===== config.mk =====
export PLATFORM = sky130hd
export DESIGN_NAME = video_mem_responder
export DESIGN_NICKNAME = d
export VERILOG_FILES = /design/src/rtl/video_mem_responder.sv
export SDC_FILE = /design/constraint.sdc
export NUM_CORES = 1
export LEC_CHECK = 0
export CAP_MARGIN = 30
export CORE_MARGIN = 2
export CORE_UTILIZATION = 50
export DETAILED_ROUTE_END_ITERATION = 12
export DONT_BUFFER_PORTS = 1
export PLACE_DENSITY_LB_ADDON = 0.12
export SYNTH_ARGS = -nofsm -noshare
export SYNTH_HDL_FRONTEND = slang
export SYNTH_SLANG_ARGS = --single-unit

===== constraint.sdc =====
create_clock -name wb_clock_i -period 3.5 [get_ports wb_clock_i]
set_clock_uncertainty 0.1 [all_clocks]
set_input_delay 0.35 -clock wb_clock_i [delete_from_list [all_inputs] [get_ports wb_clock_i]]
set_output_delay 0.35 -clock wb_clock_i [all_outputs]
set_load 0.02 [all_outputs]

===== src/rtl/video_mem_responder.sv =====
// video_mem_responder: Wishbone B4 pipelined responder for the VRAM/VROM region of the external SRAM.
//   Accepts requests back-to-back, issues them to the SRAM in order and terminates each one
//   READ_LATENCY+1 edges after acceptance (ack for reads and writes alike).
//   Ports: wb_clock_i/reset_ni (async active-low); wb_addr_i/wb_data_i/wb_we_i/wb_cycle_i/wb_strobe_i in;
//   wb_data_o/wb_stall_o/wb_ack_o out; ram_addr_o/ram_data_o/ram_we_o/ram_oe_o to the SRAM, ram_data_i from it.
//   Optional macro VIDEO_MEM_RESPONDER_ERR_EN adds wb_err_o: requests with address bits above
//   RAM_ADDR_WIDTH-1 set are accepted, never reach the SRAM, and terminate with wb_err_o.
module video_mem_responder #(
  parameter int RAM_ADDR_WIDTH  = 17,
  parameter int WB_ADDR_WIDTH   = 24,
  parameter int DATA_WIDTH      = 8,
  parameter int READ_LATENCY    = 2,
  parameter int MAX_OUTSTANDING = 4
) (
  input  logic                      wb_clock_i,
  input  logic                      reset_ni,
  input  logic [WB_ADDR_WIDTH-1:0]  wb_addr_i,
  input  logic [DATA_WIDTH-1:0]     wb_data_i,
  output logic [DATA_WIDTH-1:0]     wb_data_o,
  input  logic                      wb_we_i,
  input  logic                      wb_cycle_i,
  input  logic                      wb_strobe_i,
  output logic                      wb_stall_o,
  output logic                      wb_ack_o,
  output logic [RAM_ADDR_WIDTH-1:0] ram_addr_o,
  input  logic [DATA_WIDTH-1:0]     ram_data_i,
  output logic [DATA_WIDTH-1:0]     ram_data_o,
  output logic                      ram_we_o,
  output logic                      ram_oe_o
`ifdef VIDEO_MEM_RESPONDER_ERR_EN
  , output logic                    wb_err_o
`endif
);
  localparam int L  = READ_LATENCY + 1;
  localparam int CW = $clog2(MAX_OUTSTANDING + 1);
  logic [L-1:0]  vld, wr, bad;
  logic [CW-1:0] count;
  logic          err_q, accept, issue, term, oob;
`ifdef VIDEO_MEM_RESPONDER_ERR_EN
  assign oob      = |(wb_addr_i >> RAM_ADDR_WIDTH);
  assign wb_err_o = err_q;
`else
  logic unused_hi;
  assign oob       = 1'b0;
  assign unused_hi = ^(wb_addr_i >> RAM_ADDR_WIDTH);
`endif
  // a termination this cycle frees a slot, so a full responder can still accept
  assign term       = wb_ack_o | err_q;
  assign wb_stall_o = (count == CW'(MAX_OUTSTANDING)) & ~term;
  assign accept     = wb_cycle_i & wb_strobe_i & ~wb_stall_o;
  assign issue      = accept & ~oob;
  // stage L-1 holds a read until its data is captured, so it still needs the SRAM driving
  assign ram_oe_o   = |(vld & ~wr & ~bad) & ~ram_we_o;
  always_ff @(posedge wb_clock_i or negedge reset_ni) begin
    if (!reset_ni) begin
      vld        <= '0;
      wr         <= '0;
      bad        <= '0;
      count      <= '0;
      wb_ack_o   <= 1'b0;
      err_q      <= 1'b0;
      wb_data_o  <= '0;
      ram_addr_o <= '0;
      ram_data_o <= '0;
      ram_we_o   <= 1'b0;
    end else begin
      // dropping wb_cycle_i abandons everything in flight; issued writes stay written
      vld       <= wb_cycle_i ? {vld[L-2:0], accept} : '0;
      wr        <= {wr[L-2:0], wb_we_i};
      bad       <= {bad[L-2:0], oob};
      wb_ack_o  <= wb_cycle_i & vld[L-1] & ~bad[L-1];
      err_q     <= wb_cycle_i & vld[L-1] & bad[L-1];
      wb_data_o <= (vld[L-1] & ~wr[L-1] & ~bad[L-1]) ? ram_data_i : '0;
      count     <= wb_cycle_i ? count + CW'(accept) - CW'(term) : '0;
      ram_we_o  <= issue & wb_we_i;
      if (issue) begin
        ram_addr_o <= wb_addr_i[RAM_ADDR_WIDTH-1:0];
        ram_data_o <= wb_data_i;
      end
    end
  end
endmodule


* After elaboration in Yosys (flattened, before gate mapping)
Index checks and enable logic that the tools add are counted.
Cells by class: $add $sub $neg 2, equal/unequal tests 1, muxes and demuxes 3, bitwise gates (word level) 13, reductions and logical operators 1
Operator list (number):
- $mux 8 | 1
- $and 1x1->1 | 7
- $mux 3 | 2
- $not 1->1 | 4
- $add 3x1->3 | 1
- $and 3x3->3 | 1
- $eq 3x3->1 const B | 1
- $not 3->3 | 1
- $reduce_or 3->1 | 1
- $sub 3x1->3 | 1
Storage, ports and cells: bits in registers 44, output and inout bits 37, logic and storage cells 28

* Depth between registers and ports, before layout
Gate-level depths: netlist of the first run.
word-level depth 7, depth in mapped cells 12, gate-level depth less buffers 11

* Worst setup path before layout of the first run
Ideal clock, no wire load.
path type reg2reg, start point register count[1], end point register count[2], data arrival time 2490 ps, required time 3281 ps, slack 791 ps, cell stages (with the launch flop) 13, path buffers 1, clock period less this slack 2709 ps, cells stage by stage dfrtp_1 nor4b_4 nor2_4 buf_8 inv_1 ha_1 inv_1 ha_1 inv_1 fa_1 xnor2_1 xnor2_1 and2_1
On the way: cells in the longest elaborated chain, start to end 7
RTL lines:
- start: declaration | RTL line 37 | logic [CW-1:0] count;
- start signal: assignment | RTL line 74 | count <= wb_cycle_i ? count + CW'(accept) - CW'(term) : '0;
- $eq 3x3->1 | RTL line 49 | assign wb_stall_o = (count == CW'(MAX_OUTSTANDING)) & ~term;
- $and 1x1->1 | RTL line 49
- named net wb_stall_o | RTL line 23 | output logic wb_stall_o,
- $not 1->1 | RTL line 50 | assign accept = wb_cycle_i & wb_strobe_i & ~wb_stall_o;
- $and 1x1->1 | RTL line 50
- $add 3x1->3 | RTL line 74
- $sub 3x1->3 | RTL line 74
- $mux 3 | RTL line 74
The timed path passes the listed nets, and every way through them passes these cells. A chain may end at the register's enable or synchronous reset.

* Worst setup path after layout of the first run
start point register wb_ack_o, end point register count[2]
On the way: cells in the longest elaborated chain, start to end 7
RTL lines:
- start: declaration | RTL line 24 | output logic wb_ack_o,
- start signal: assignment | RTL line 71 | wb_ack_o <= wb_cycle_i & vld[L-1] & ~bad[L-1];
- $not 1->1 | RTL line 49
- $and 1x1->1 | RTL line 49
- named net wb_stall_o | RTL line 23
- $not 1->1 | RTL line 50
- $and 1x1->1 | RTL line 50
- $add 3x1->3 | RTL line 74
- $sub 3x1->3 | RTL line 74
- $mux 3 | RTL line 74
The timed path passes the listed nets, and every way through them passes these cells.

==> metrics.txt, run 1 <==
Slew HR=about two thirds; pin count of the biggest net entering global routing=45; Adder-Cell Fraction of Synth Area=2.628%; fmax=approximately 380 MHz; Tmin final=2.635 ns; Seq. cell area=1101 um^2; max-slew violations=0; clk sinks=44; Die Area=3913 um^2; unrepaired setup endpoints after global routing=no; TritonCTS clock tree=built; final period utilization=75.28%; synthesized instance count=just over 100; fill count=255; CP top delay family=simple AND/OR/NAND/NOR gates; HPWL after DPL=approximately 1800 um; Synth cell types=16; Warnings, synthesis=0; Final Hold Violating Endpoints=0; post-route setup slack=0.8652 ns; drt pass-1 iters=2; Max-Cap Viols=0; power density cells=593.9 nW/um^2; initial antenna violation count=0; IO buf count=0; Crit. End Element=flip-flop; Critical Path AT=2.78 ns; buffers and inverters on the worst path=3; Synth Area in Compound Gates=0.5109%; main combinational cell family by area after synthesis=multiplexers; DIE WIDTH=~63 um; min-delay src=ram_data_i[7]; Synth Cell Area=1714 um^2; xor/xnor share of the synthesized area=1.022%; FF-to-FF End=count[2]; Total Wirelength=2645 um; Simple-Gate Fraction of Synth Area=8.321%; routed via count=850; RD Place Congestion=~0.63; layout cell share with drive strength beyond 1=28.57%; starting density of the core=51.78%; area of the multi-input gates=around 560 um^2; post-synthesis register bit count=44; final hold slack=0.02760 ns; Top-Level Pins=82; Row Count=21; FF-to-FF setup slack=just under 0.9 ns; outcome=finished, final reports clean; dominant cells by area after synthesis=dfrtp_1, mux2_4, mux2_2; crit path kind=reg -> reg; CP max FO=3; GRT overflow=0; postcts setup bufs=0; post-cts resize count=0; dpl ws=0.8545 ns; CTS Root Cell=clkbuf_4; worst hold endpoint=wb_data_o[7]; Max Buffers Root-to-Sink=2; post-synth top area cell=dfrtp_1; number of global-route vias before repair=868; CP max-delay cell=dfrtp_1; RR Startpoint=wb_ack_o; Reg2Reg Depth=11; Num CTS Buffers=5; hold depth=1; DR DRC count=0; crit-path cells=nor4b_4 -> nor2_4 -> inv_1 -> ha_1 -> inv_1 -> ha_1 -> inv_1 -> fa_1 -> xnor2_1 -> xnor2_1 -> and2_1; Synth Net Count=150; Final nets=173; Yosys top cell area share=64.23%; GRT Total Usage=between 10 and 15%; post-synthesis sequential area ratio=64.23%; Synth async-reset ratio=100.0%; Antenna Nets Post-Route=0; Worst-path clk slew=0.12 ns; first-pass GRT wire length=4298 um; ANT cells=0; Worst-Skew Late Latency=0.34 ns; worst hold path type=in -> reg; VDD IR max=0.2887 mV; Die H=62.55 um; main flop type after synthesis=dfrtp_1; critical path required time=3.64 ns; syn_area_per_cell=16.81 um^2; DRT iter0 DRCs=36; Slew @ Worst Pin=0.5234 ns; area growth from synthesis to layout=16.72%; crit start category=flip-flop; Crit path top cell by count=inv_1; H-tree Lvls=2; Setup TNS Final=0 ns; # setup viols final=0; routed len/inst=15.38 um; core area=3311 um^2; cell leakage power=roughly 0.94 nW; CP max stage delay=0.52 ns; Via-to-Cell Ratio=4.942; number of synthesized flops with an enable pin=0; post-synthesis mux area share=20.15%
-- stage by stage --
stage	std cells	instance area, um^2	power, mW	utilization, %
final	172	2001	1.188	60.43
after global routing	172	2001	1.256	60.43
after CTS	158	1861	1.194	56.20
after detailed placement	147	1744	0.8791	52.68
after global placement	147	1744	0.8729	52.68
after floorplan	102	1714	0.8562	-
-- placed cells by master, fill, tap and decap left out --
cell,count
a221oi_1,1
nand2_1,1
nor2_1,1
buf_12,1
nor2_4,1
buf_4,1
clkbuf_1,1
clkbuf_4,5
fa_1,1
and2_1,14
ha_1,2
mux2_4,17
bufinv_16,1
inv_1,5
dlygate4sd3_1,16
xnor2_1,2
dfrtp_1,44
nor2b_1,2
nor4b_4,1
mux2_2,8
clkinv_2,1
-- power breakdown --
part,internal (mW),switching (mW)
Sequential,0.584,0.141
Combinational,0.112,0.0552
Clock,0.150,0.146
Total,0.846,0.342
-- worst register-to-register path, cell delays in order (launching register included) --
cell and delay, ns:
dfrtp_1 0.52, nor4b_4 0.52, nor2_4 0.07, inv_1 0.07
ha_1 0.21, inv_1 0.06, ha_1 0.14, inv_1 0.05
fa_1 0.37, xnor2_1 0.15, xnor2_1 0.13, and2_1 0.15
-- metal layers --
layer	track usage [%]	vias up	part of all wire [%]
li1	-	381	-
met1	18.05	415	39
met2	21.77	51	51
met3	8.649	3	8.7
met4	5.833	0	1.0
met5	0	-	0
-- flip-flops by register name, indices dropped and copies added (netlist names) --
signal,cells
vld,3
ram_we_o,1
wb_ack_o,1
wb_data_o,8
ram_data_o,8
count,3
ram_addr_o,17
wr,3
-- cell type report --
| class | count | area share, % |
|---|---|---|
| flip-flops and latches | 44 | 55.03 |
| multi-input cells | 51 | 27.95 |
| repair buffers | 18 | 9.381 |
| well taps | 46 | 2.877 |
| clock buffers | 6 | 2.064 |
| clock inverters | 2 | 1.751 |
| inverters | 5 | 0.9381 |
-- timing repair --
action	CTS	global route
setup endpoints to repair	0	0
hold endpoints to repair	45	17
hold buffers	3	14
-- synthesized netlist by cell type, types with 2 or more instances --
cell type and n:
inv_1 5, xnor2_1 2, and2_1 14, ha_1 2, nor2b_1 2, mux2_2 8, mux2_4 17, dfrtp_1 44
-- kinds of logic after synthesis --
| logic type | Yosys count |
|---|---|
| flip-flops | 44 |
| multiplexers | 25 |
| AND/OR/NAND/NOR | 20 |
| buffers and inverters | 7 |
| adder cells (fa/ha/maj) | 3 |
| XOR/XNOR | 2 |
| AO/OA/AOI/OAI | 1 |
-- worst max-delay path by stage --
stage,from,end,slack [ns],depth (start not counted)
after detailed placement,wb_ack_o,count[2],0.85,11
final,wb_ack_o,count[2],0.87,11
after CTS,wb_ack_o,count[2],0.84,11
after floorplan,count[1],count[2],0.79,12
after global routing,wb_ack_o,count[2],0.70,11
after global placement,wb_ack_o,count[2],0.94,11
Note: power is estimated with default switching activity, not from simulation.
==> run 2, diff against run 1 <==
==> constraint.sdc (replaced) <==
create_clock -name wb_clock_i -period 2.3 [get_ports wb_clock_i]
set_clock_uncertainty 0.1 [all_clocks]
set_input_delay 0.23 -clock wb_clock_i [delete_from_list [all_inputs] [get_ports wb_clock_i]]
set_output_delay 0.23 -clock wb_clock_i [all_outputs]
set_load 0.02 [all_outputs]
==> run 2 against run 1 <==
Design area grew 14%. Sequential cell count is the same. Count of clock-buffer cells in the layout is the same. Worst hold slack gained 0.21 ns. Largest cell class unchanged. Largest power group unchanged.
==> metrics.txt, run 2 (synthesis gave the netlist of run 1 again) <==
outcome=finished, final reports clean; CP top delay family=adder cells; Final nets=about 200; Critical Path AT=2.41 ns; starting density of the core=about half; worst setup path startpoint=wb_ack_o; core area=3311 um^2; TritonCTS clock tree=built; Biggest register=ram_addr_o; drt pass-1 iters=2; crit-path cells=nor4b_4 -> nor2_4 -> inv_4 -> ha_4 -> inv_2 -> ha_4 -> inv_2 -> fa_2 -> xnor2_2 -> xnor2_1 -> and2_1; Total Wirelength=2931 um; HPWL after DPL=1845 um; fmax=442.7 MHz; routed len/inst=14.95 um; Largest regs=ram_addr_o (17), ram_data_o (8), wb_data_o (8); RR Startpoint=wb_ack_o; Max-Cap Viols=0; worst hold path type=in -> async; met3 WL=302 um; DRT iter0 DRCs=40; clk sinks=44; M1 WL=1136 um; number of global-route vias before repair=1082; Antenna Nets Post-Route=0; most frequent cells in the layout=dfrtp_1, dlygate4sd3_1, mux2_4, and2_1, mux2_2; routed wl met2=approximately 1400 um; Reg2Reg Depth=11; critical path required time=about 2.5 ns; Final Hold Violating Endpoints=0; Slew @ Worst Pin=0.4320 ns; Die Area=3913 um^2; VDD IR max=0.5872 mV; GRT overflow=0; RD Place Congestion=around 0.68; flip-flop count of the largest register after layout=17; Finished Cell Area=2271 um^2; routed via count=between 900 and 1000; buffers and inverters on the worst path=3; Worst-path clk slew=0.12 ns; Die H=between 60 and 70 um; CP max stage delay=roughly 0.44 ns; Max Used Layer=met4; Tmin final=between 2 and 2.5 ns; max-slew violations=0; Via-to-Cell Ratio=4.827; unrepaired setup endpoints after global routing=yes; total power=1.863 mW; Num CTS Buffers=5; cell leakage power=1.034 nW; power density cells=around 800 nW/um^2; final hold slack=about 0.24 ns; crit start category=flip-flop; CP max FO=2; ANT cells=0; commonest non-fill, non-tap cell in the layout=dfrtp_1; Slew HR=71.14%; # setup viols final=0; Critical Path End=count[2]; FF-to-FF End=count[2]; DIE WIDTH=62.55 um; Max Buffers Root-to-Sink=2; Row Count=21; crit path kind=reg -> reg; initial antenna violation count=0; fin util=between 60% and 70%; DR DRC count=0; critical path depth=11; first-pass GRT wire length=5119 um; FF-to-FF setup slack=0.04 ns; pin count of the biggest net entering global routing=45; IO buf count=0; CP max-delay cell=dfrtp_2; Placed Area=roughly 1800 um^2; Crit. End Element=flip-flop; CTS Root Cell=clkbuf_4; layout cell share with drive strength beyond 1=32.67%; final period utilization=98.20%; Top-Level Pins=82; postcts setup bufs=0; Worst-Skew Late Latency=between 0.3 and 0.4 ns; H-tree Lvls=2; GRT Total Usage=17.09%; area growth from synthesis to layout=32.48%
-- run 2: what timing repair did --
action / CTS / global route
endpoints found under the setup margin: 0 / 1
gates resized for setup: 0 / 0
endpoints found under the hold margin: 85 / 0
hold buffers: 37 / 0
-- run 2: area by class of cell --
cell class	instances	area [um^2]
clock buffers	6	41.29
clock inverters	2	35.03
fillers	246	1040
inverters	5	21.27
multi-input cells	51	594.3
flip-flops and latches	44	1104
well taps	46	57.56
repair buffers	42	417.9
-- run 2: worst reg2reg max path, cell delays in order, from the launching register on --
cell and delay, ns:
dfrtp_2 0.44, nor4b_4 0.36, nor2_4 0.07, inv_4 0.06, ha_4 0.18, inv_2 0.06
ha_4 0.11, inv_2 0.03, fa_2 0.34, xnor2_2 0.15, xnor2_1 0.12, and2_1 0.14
-- run 2: worst min path at each step --
stage / from / endpoint / slack [ns] / cells after the start
3_5_place_dp: reset_ni / ram_addr_o[14] / -0.16 / 0
5_1_grt: reset_ni / ram_data_o[1] / 0.22 / 2
6_report: reset_ni / ram_addr_o[14] / 0.24 / 2
4_1_cts: reset_ni / ram_addr_o[14] / 0.22 / 2
2_1_floorplan: reset_ni / count[0] / -0.17 / 0
3_3_place_gp: reset_ni / ram_data_o[3] / -0.16 / 0
-- run 2: where the power goes --
group	switching [mW]	internal (mW)
combinational	0.100	0.207
clock	0.224	0.228
sequential	0.215	0.889
total	0.539	1.32
-- run 2: stage by stage --
stage          std cells  setup TNS [ns]  setup WS, ns
2_1_floorplan        102         -0.4507       -0.3212
3_3_place_gp         151               0       0.05647
3_5_place_dp         151               0       0.02632
4_1_cts              196               0       0.01024
5_1_grt              196        -0.03741      -0.03741
6_report             196               0       0.04132
-- run 2: per-layer routing --
metal | vias up | track usage [%]
li1 | 431 | -
met1 | 457 | 19.51
met2 | 51 | 27.82
met3 | 7 | 8.108
met4 | 0 | 6.667
met5 | - | 0
